`config.mk`:
```
export PLATFORM = sky130hd
export DESIGN_NAME = ans_ht_ltf_receiver
export DESIGN_NICKNAME = d
export VERILOG_FILES = /design/src/rtl/ans_ht_ltf_receiver.sv
export SDC_FILE = /design/constraint.sdc
export NUM_CORES = 2
export LEC_CHECK = 0
export BUFFER_PORTS_ARGS = -buffer_cell sky130_fd_sc_hd__clkbuf_2
export CORE_MARGIN = 2
export CORE_UTILIZATION = 35
export DETAILED_ROUTE_END_ITERATION = 6
export GPL_TIMING_DRIVEN = 0
export HOLD_SLACK_MARGIN = 0.06
export SLEW_MARGIN = 15
export SYNTH_ARGS = -nofsm -noshare
export SYNTH_HDL_FRONTEND = slang
export SYNTH_SLANG_ARGS = --single-unit
```
`constraint.sdc`:
```
create_clock -name clk -period 5 [get_ports clk]
set_input_delay 0.25 -clock clk [delete_from_list [all_inputs] [get_ports clk]]
set_output_delay 0.25 -clock clk [all_outputs]
set_load 0.005 [all_outputs]
```
`src/rtl/ans_ht_ltf_receiver.sv`:
```
`default_nettype none
// ============================================================================
// Module   : ans_ht_ltf_receiver
// Captures one HT-LTF (cyclic prefix + body), scores the CP against the body
// tail and streams the body out over valid/ready.
// Revision : 1.0
// ============================================================================
module ans_ht_ltf_receiver #(
  parameter int SAMPLE_W = 32,
  parameter int CP_LEN   = 16,
  parameter int FFT_LEN  = 64
) (
  input  logic                          clk,
  input  logic                          reset,
  input  logic                          ltf_start,
  input  logic [SAMPLE_W-1:0]           sample_in,
  input  logic                          sample_valid,
  output logic [SAMPLE_W-1:0]           ht_ltf_out,
  output logic                          ht_ltf_out_valid,
  input  logic                          ht_ltf_out_ready,
  output logic                          ht_ltf_out_last,
  output logic                          ht_ltf_rx_busy,
  output logic                          ht_ltf_rx_done,
  output logic [$clog2(CP_LEN+1)-1:0]   cp_mismatch,
  output logic                          cp_ok
);

  localparam int c_IW = (FFT_LEN > 1) ? $clog2(FFT_LEN) : 1;
  localparam int c_CW = (CP_LEN > 1) ? $clog2(CP_LEN) : 1;
  localparam int c_MW = $clog2(CP_LEN + 1);
  localparam logic [c_IW-1:0] c_CP_LAST  = c_IW'(CP_LEN - 1);
  localparam logic [c_IW-1:0] c_FFT_LAST = c_IW'(FFT_LEN - 1);
  localparam logic [c_IW-1:0] c_TAIL     = c_IW'(FFT_LEN - CP_LEN);
  localparam logic [c_MW-1:0] c_MIS_MAX  = c_MW'(CP_LEN);

  typedef enum logic [1:0] {
    S_IDLE  = 2'd0,
    S_CP    = 2'd1,
    S_BODY  = 2'd2,
    S_DRAIN = 2'd3
  } state_t;

  state_t                r_state, w_state_nxt;
  logic [c_IW-1:0]       r_idx;
  logic [c_IW-1:0]       r_rd;
  logic [c_MW-1:0]       r_mismatch;
  logic                  r_cp_ok;
  logic                  r_done;
  logic [SAMPLE_W-1:0]   r_cp  [CP_LEN];
  logic [SAMPLE_W-1:0]   r_buf [FFT_LEN];

  logic                  w_start;
  logic                  w_xfer;
  logic                  w_tail_mis;
  logic [c_CW-1:0]       w_cp_wr;
  logic [c_CW-1:0]       w_cp_sel;

  // A start landing on the done cycle is refused so the next LTF begins one cycle later.
  assign w_start    = ltf_start && sample_valid && !r_done;
  assign w_xfer     = (r_state == S_DRAIN) && ht_ltf_out_ready;
  assign w_cp_wr    = c_CW'(r_idx);
  assign w_cp_sel   = c_CW'(r_idx - c_TAIL);
  assign w_tail_mis = (r_idx >= c_TAIL) && (sample_in != r_cp[w_cp_sel]);

  assign cp_mismatch    = r_mismatch;
  assign cp_ok          = r_cp_ok;
  assign ht_ltf_rx_done = r_done;

  always_ff @(posedge clk) begin
    if (reset) begin
      r_state <= S_IDLE;
    end else begin
      r_state <= w_state_nxt;
    end
  end

  always_comb begin
    w_state_nxt      = r_state;
    ht_ltf_out       = '0;
    ht_ltf_out_valid = 1'b0;
    ht_ltf_out_last  = 1'b0;
    ht_ltf_rx_busy   = (r_state != S_IDLE);
    case (r_state)
      S_IDLE: begin
        if (w_start) begin
          w_state_nxt = (CP_LEN == 1) ? S_BODY : S_CP;
        end
      end
      S_CP: begin
        if (sample_valid && (r_idx == c_CP_LAST)) begin
          w_state_nxt = S_BODY;
        end
      end
      S_BODY: begin
        if (sample_valid && (r_idx == c_FFT_LAST)) begin
          w_state_nxt = S_DRAIN;
        end
      end
      S_DRAIN: begin
        ht_ltf_out_valid = 1'b1;
        ht_ltf_out       = r_buf[r_rd];
        ht_ltf_out_last  = (r_rd == c_FFT_LAST);
        if (w_xfer && (r_rd == c_FFT_LAST)) begin
          w_state_nxt = S_IDLE;
        end
      end
      default: w_state_nxt = S_IDLE;
    endcase
  end

  always_ff @(posedge clk) begin
    if (reset) begin
      r_idx      <= '0;
      r_rd       <= '0;
      r_mismatch <= '0;
      r_cp_ok    <= 1'b0;
      r_done     <= 1'b0;
    end else begin
      r_done <= 1'b0;
      case (r_state)
        S_IDLE: begin
          if (w_start) begin
            r_idx      <= (CP_LEN == 1) ? '0 : c_IW'(1);
            r_rd       <= '0;
            r_mismatch <= '0;
            r_cp_ok    <= 1'b0;
          end
        end
        S_CP: begin
          if (sample_valid) begin
            r_idx <= (r_idx == c_CP_LAST) ? '0 : r_idx + 1'b1;
          end
        end
        S_BODY: begin
          if (sample_valid) begin
            r_idx <= (r_idx == c_FFT_LAST) ? '0 : r_idx + 1'b1;
            if (w_tail_mis && (r_mismatch != c_MIS_MAX)) begin
              r_mismatch <= r_mismatch + 1'b1;
            end
          end
        end
        S_DRAIN: begin
          if (w_xfer) begin
            if (r_rd == c_FFT_LAST) begin
              r_rd    <= '0;
              r_done  <= 1'b1;
              r_cp_ok <= (r_mismatch == '0);
            end else begin
              r_rd <= r_rd + 1'b1;
            end
          end
        end
        default: ;
      endcase
    end
  end

  // Sample storage carries no reset; an aborted capture is simply overwritten.
  always_ff @(posedge clk) begin
    if (!reset && sample_valid) begin
      if ((r_state == S_IDLE) && w_start) begin
        r_cp[0] <= sample_in;
      end
      if (r_state == S_CP) begin
        r_cp[w_cp_wr] <= sample_in;
      end
      if (r_state == S_BODY) begin
        r_buf[r_idx] <= sample_in;
      end
    end
  end

endmodule
`default_nettype wire
```
==> results.tsv <==
metric	value	unit
status	finished clean	
hold_depth	3	
num-nets-final	4747	
holdPathEnd	r_idx[4]	
synthAdderAreaFrac	0.1004	%
grt_use_total	18.25	%
synthCells	4163	
hold_path.class	primary input to register	
p_switching	11500	uW
tightest_slew	1262	ps
via_count	47828	
leakage	0.03528	uW
synth-seq-area-share	77.72	%
area_growth_syn_to_layout	18.11	%
synthMuxAreaShare	18.40	%
ys_ff_latch	2591	
finalSetupViolCount	0	
avgRoutedWirePerCell	30.83	um
fmax	201.2	MHz
initial_core_util	35.26	%
ys_async_sr_fraction	0	%
drive_gt1_share	32.13	%
required	4750	ps
synthFlopType	edfxtp_1	
end_kind	primary output	
io_pins	79	
syn-cell-area	0.09971	mm2
postSynthAreaPerCell	23.95	um2
first_pass_iters	5	
clkTransAtPathRegs	60	ps
power.clock.fraction	38.9	%
grt_max_degree	80	
start_kind	register	
viasPerCell	5.534	
drc	0	
synth-compound-area-share	0.8658	%
dp_slack	-640.4	ps
period_needed	4970	ps
r2r_cells	11	
synth_cell_types	59	
die_h	537.7	um
dpl.hpwl	171600	um
sequentialPowerShare	49.0	%
criticalPathCategory	register to primary output	
cap_violations	0	
ctsLongestPathBuffers	4	
fin_crit_sh	99.41	%
arrival	4720	ps
antenna_found_initial	15	
io_buffers	78	
cts-buffers-inserted	271	
clk_latency	860	ps
cts_sinks	2591	
synth-xor-area-share	0.5534	%
grt_pass1_vias	47822	
postLayoutCoreUtil	41.64	%
synth_edf_count	2560	
synth_nets	4208	
cts_tree	built	
crit_path_max_fanout	10	
ir_drop	0.3416	mV
swShare	23.51	%
r2r_setup_slack	350	ps
htreeDepth	5	
min_from	reset	
finalWirelength	266500	um
yosys.area_share.simple	1.335	%
p_int	37430	uW
rsz0062_at_grt	true	
die_area	0.2892	mm2
antenna_left	0	
rows	195	
grt_remaining_overflow	0	
fin_setup_tns	0	ps
final_max_slew_viol_count	0	
hold_violations	0	
synth_top_family_by_area	multiplexers	
cts_root_buf	clkbuf_16	
setup_slack	29.73	ps
regToRegEndpoint	cp_mismatch[2]	
die_w	537.7	um
ys_warn_count	0	
share_comb_of_total_power	12.1	%
slew_headroom	15.88	%
n_fill_cell	24097	
core-area	0.2828	mm2
grt_pass1_wl	372000	um
place_congestion	0.8890	
fin_skew	44.38	ps
power_density	415.5	mW/mm2
post-cts-setup-buffers	0	
drt_iter0_markers	6828	
-- cells in the mapped netlist (4+ instances only) --
| cell | n | share of area, % |
|---|---|---|
| a211oi_1 | 34 | 0.26 |
| a21oi_1 | 16 | 0.080 |
| a221oi_1 | 5 | 0.044 |
| a22o_1 | 4 | 0.035 |
| a22oi_1 | 14 | 0.11 |
| a31oi_1 | 8 | 0.050 |
| and2_1 | 21 | 0.13 |
| and3_1 | 7 | 0.044 |
| buf_1 | 59 | 0.22 |
| buf_2 | 21 | 0.11 |
| buf_4 | 11 | 0.083 |
| buf_6 | 10 | 0.11 |
| clkbuf_1 | 113 | 0.43 |
| dfxtp_1 | 31 | 0.62 |
| edfxtp_1 | 2560 | 77 |
| ha_1 | 8 | 0.10 |
| inv_1 | 15 | 0.056 |
| mux2i_1 | 105 | 1.1 |
| mux4_1 | 12 | 0.32 |
| mux4_2 | 751 | 17 |
| nand2_1 | 47 | 0.18 |
| nand2b_1 | 8 | 0.050 |
| nand3_1 | 19 | 0.095 |
| nand3b_1 | 4 | 0.030 |
| nand4_1 | 7 | 0.044 |
| nor2_1 | 105 | 0.40 |
| nor2b_1 | 23 | 0.14 |
| nor3_1 | 17 | 0.085 |
| nor4_1 | 8 | 0.050 |
| o21ai_0 | 17 | 0.085 |
| xnor2_1 | 41 | 0.36 |
| xor2_1 | 22 | 0.19 |
-- state kept, by name, summed over array words and instances (netlist names), named ones only --
register	flops
r_rd	6
cp_ok	1
ht_ltf_rx_done	1
r_state	2
r_buf	2048
cp_mismatch	5
r_cp	512
r_idx	6
-- cells by family after synthesis --
family                   count (synthesis)
AO/OA/AOI/OAI                          119
XOR/XNOR                                63
adder cells (fa/ha/maj)                  8
buffers and inverters                  231
flip-flops                            2591
multiplexers                           874
AND/OR/NAND/NOR                        277
-- power by group through the flow --
stage / clock network [uW] / registers, uW / logic (uW)
after floorplan: 0 / 24400 / 3700
after global placement: 0 / 24500 / 5670
after detailed placement: 0 / 24400 / 5870
after CTS: 19300 / 24000 / 5960
after global routing: 20100 / 24000 / 6260
final: 19000 / 24000 / 5920
-- area by class of cell --
cell class                 count  area [um2]  area share (%)
sequential                  2591       77500           65.81
inverter                      16       60.06         0.05100
timing repair buffer         268        4190           3.558
antenna                        5       12.51         0.01062
multi-input combinational   1341       21900           18.60
clock buffer                 329        7169           6.088
tap                         3743        4683           3.977
buffer                       213        1244           1.056
clock inverter               137        1007          0.8553
-- per-stage QoR --
step | hold slack [ps] | area [um2] | cells | power (uW)
floorplan | 348.9 | 99710 | 4163 | 28130
global placement | 459.0 | 104800 | 7984 | 30150
detailed placement | 451.5 | 108800 | 8140 | 30300
CTS | 81.81 | 117700 | 8638 | 49260
global route | 153.5 | 117800 | 8641 | 50330
finish | 147.5 | 117800 | 8643 | 48930
-- layer usage --
layer | wire length [um] | up-vias | track usage [%] | part of all wire, %
met5 | 11 | - | 0 | 0.0041
met4 | 5569 | 2 | 3.940 | 2.1
met3 | 23740 | 350 | 3.796 | 8.9
met2 | 126900 | 2214 | 29.08 | 48
met1 | 110300 | 26222 | 25.92 | 41
li1 | - | 19040 | - | -
-- worst max-delay path by stage --
stage,startpoint,end,cells after the start
floorplan,r_state[1],r_cp[6][0],5
global placement,reset,r_cp[6][28],5
detailed placement,register,ht_ltf_out[26],9
CTS,register,ht_ltf_out[14],9
global route,register,ht_ltf_out[29],7
finish,register,ht_ltf_out[29],7
-- timing repair --
action | in CTS | in global routing
setup endpoints to repair | 32 | 28
hold buffers | 34 | 0
resized for setup | 178 | 44
hold endpoints to repair | 845 | 0
-- cell usage in the layout, fill, tap and decap left out, drive strengths merged, types with 4 or more instances in the layout --
cell type,instances
xor2,22
nor2b,23
a31oi,8
a21oi,16
clkdlybuf4s18,5
mux4,763
nand3b,4
and3,7
nand2,47
nor4,9
inv,25
clkdlybuf4s15,15
nor2,106
a221oi,7
xnor2,41
diode,5
o21ai,17
a22o,4
a22oi,14
nor3,17
nand3,19
buf,227
a211oi,34
clkbuf,529
clkinvlp,4
edfxtp,2560
nand4,7
nand2b,8
and2,21
dfxtp,31
dlygate4sd3,34
mux2i,105
bufinv,12
ha,8
mux2,6
clkinv,112
-- critical path: stages (launching register included) --
cell      delay, ps
dfxtp_1         590
clkbuf_2        450
clkbuf_2        520
clkbuf_2        550
clkbuf_1        610
mux2i_1         390
a211oi_2        550
clkbuf_2        200
Power figures use the tool's default switching activity.
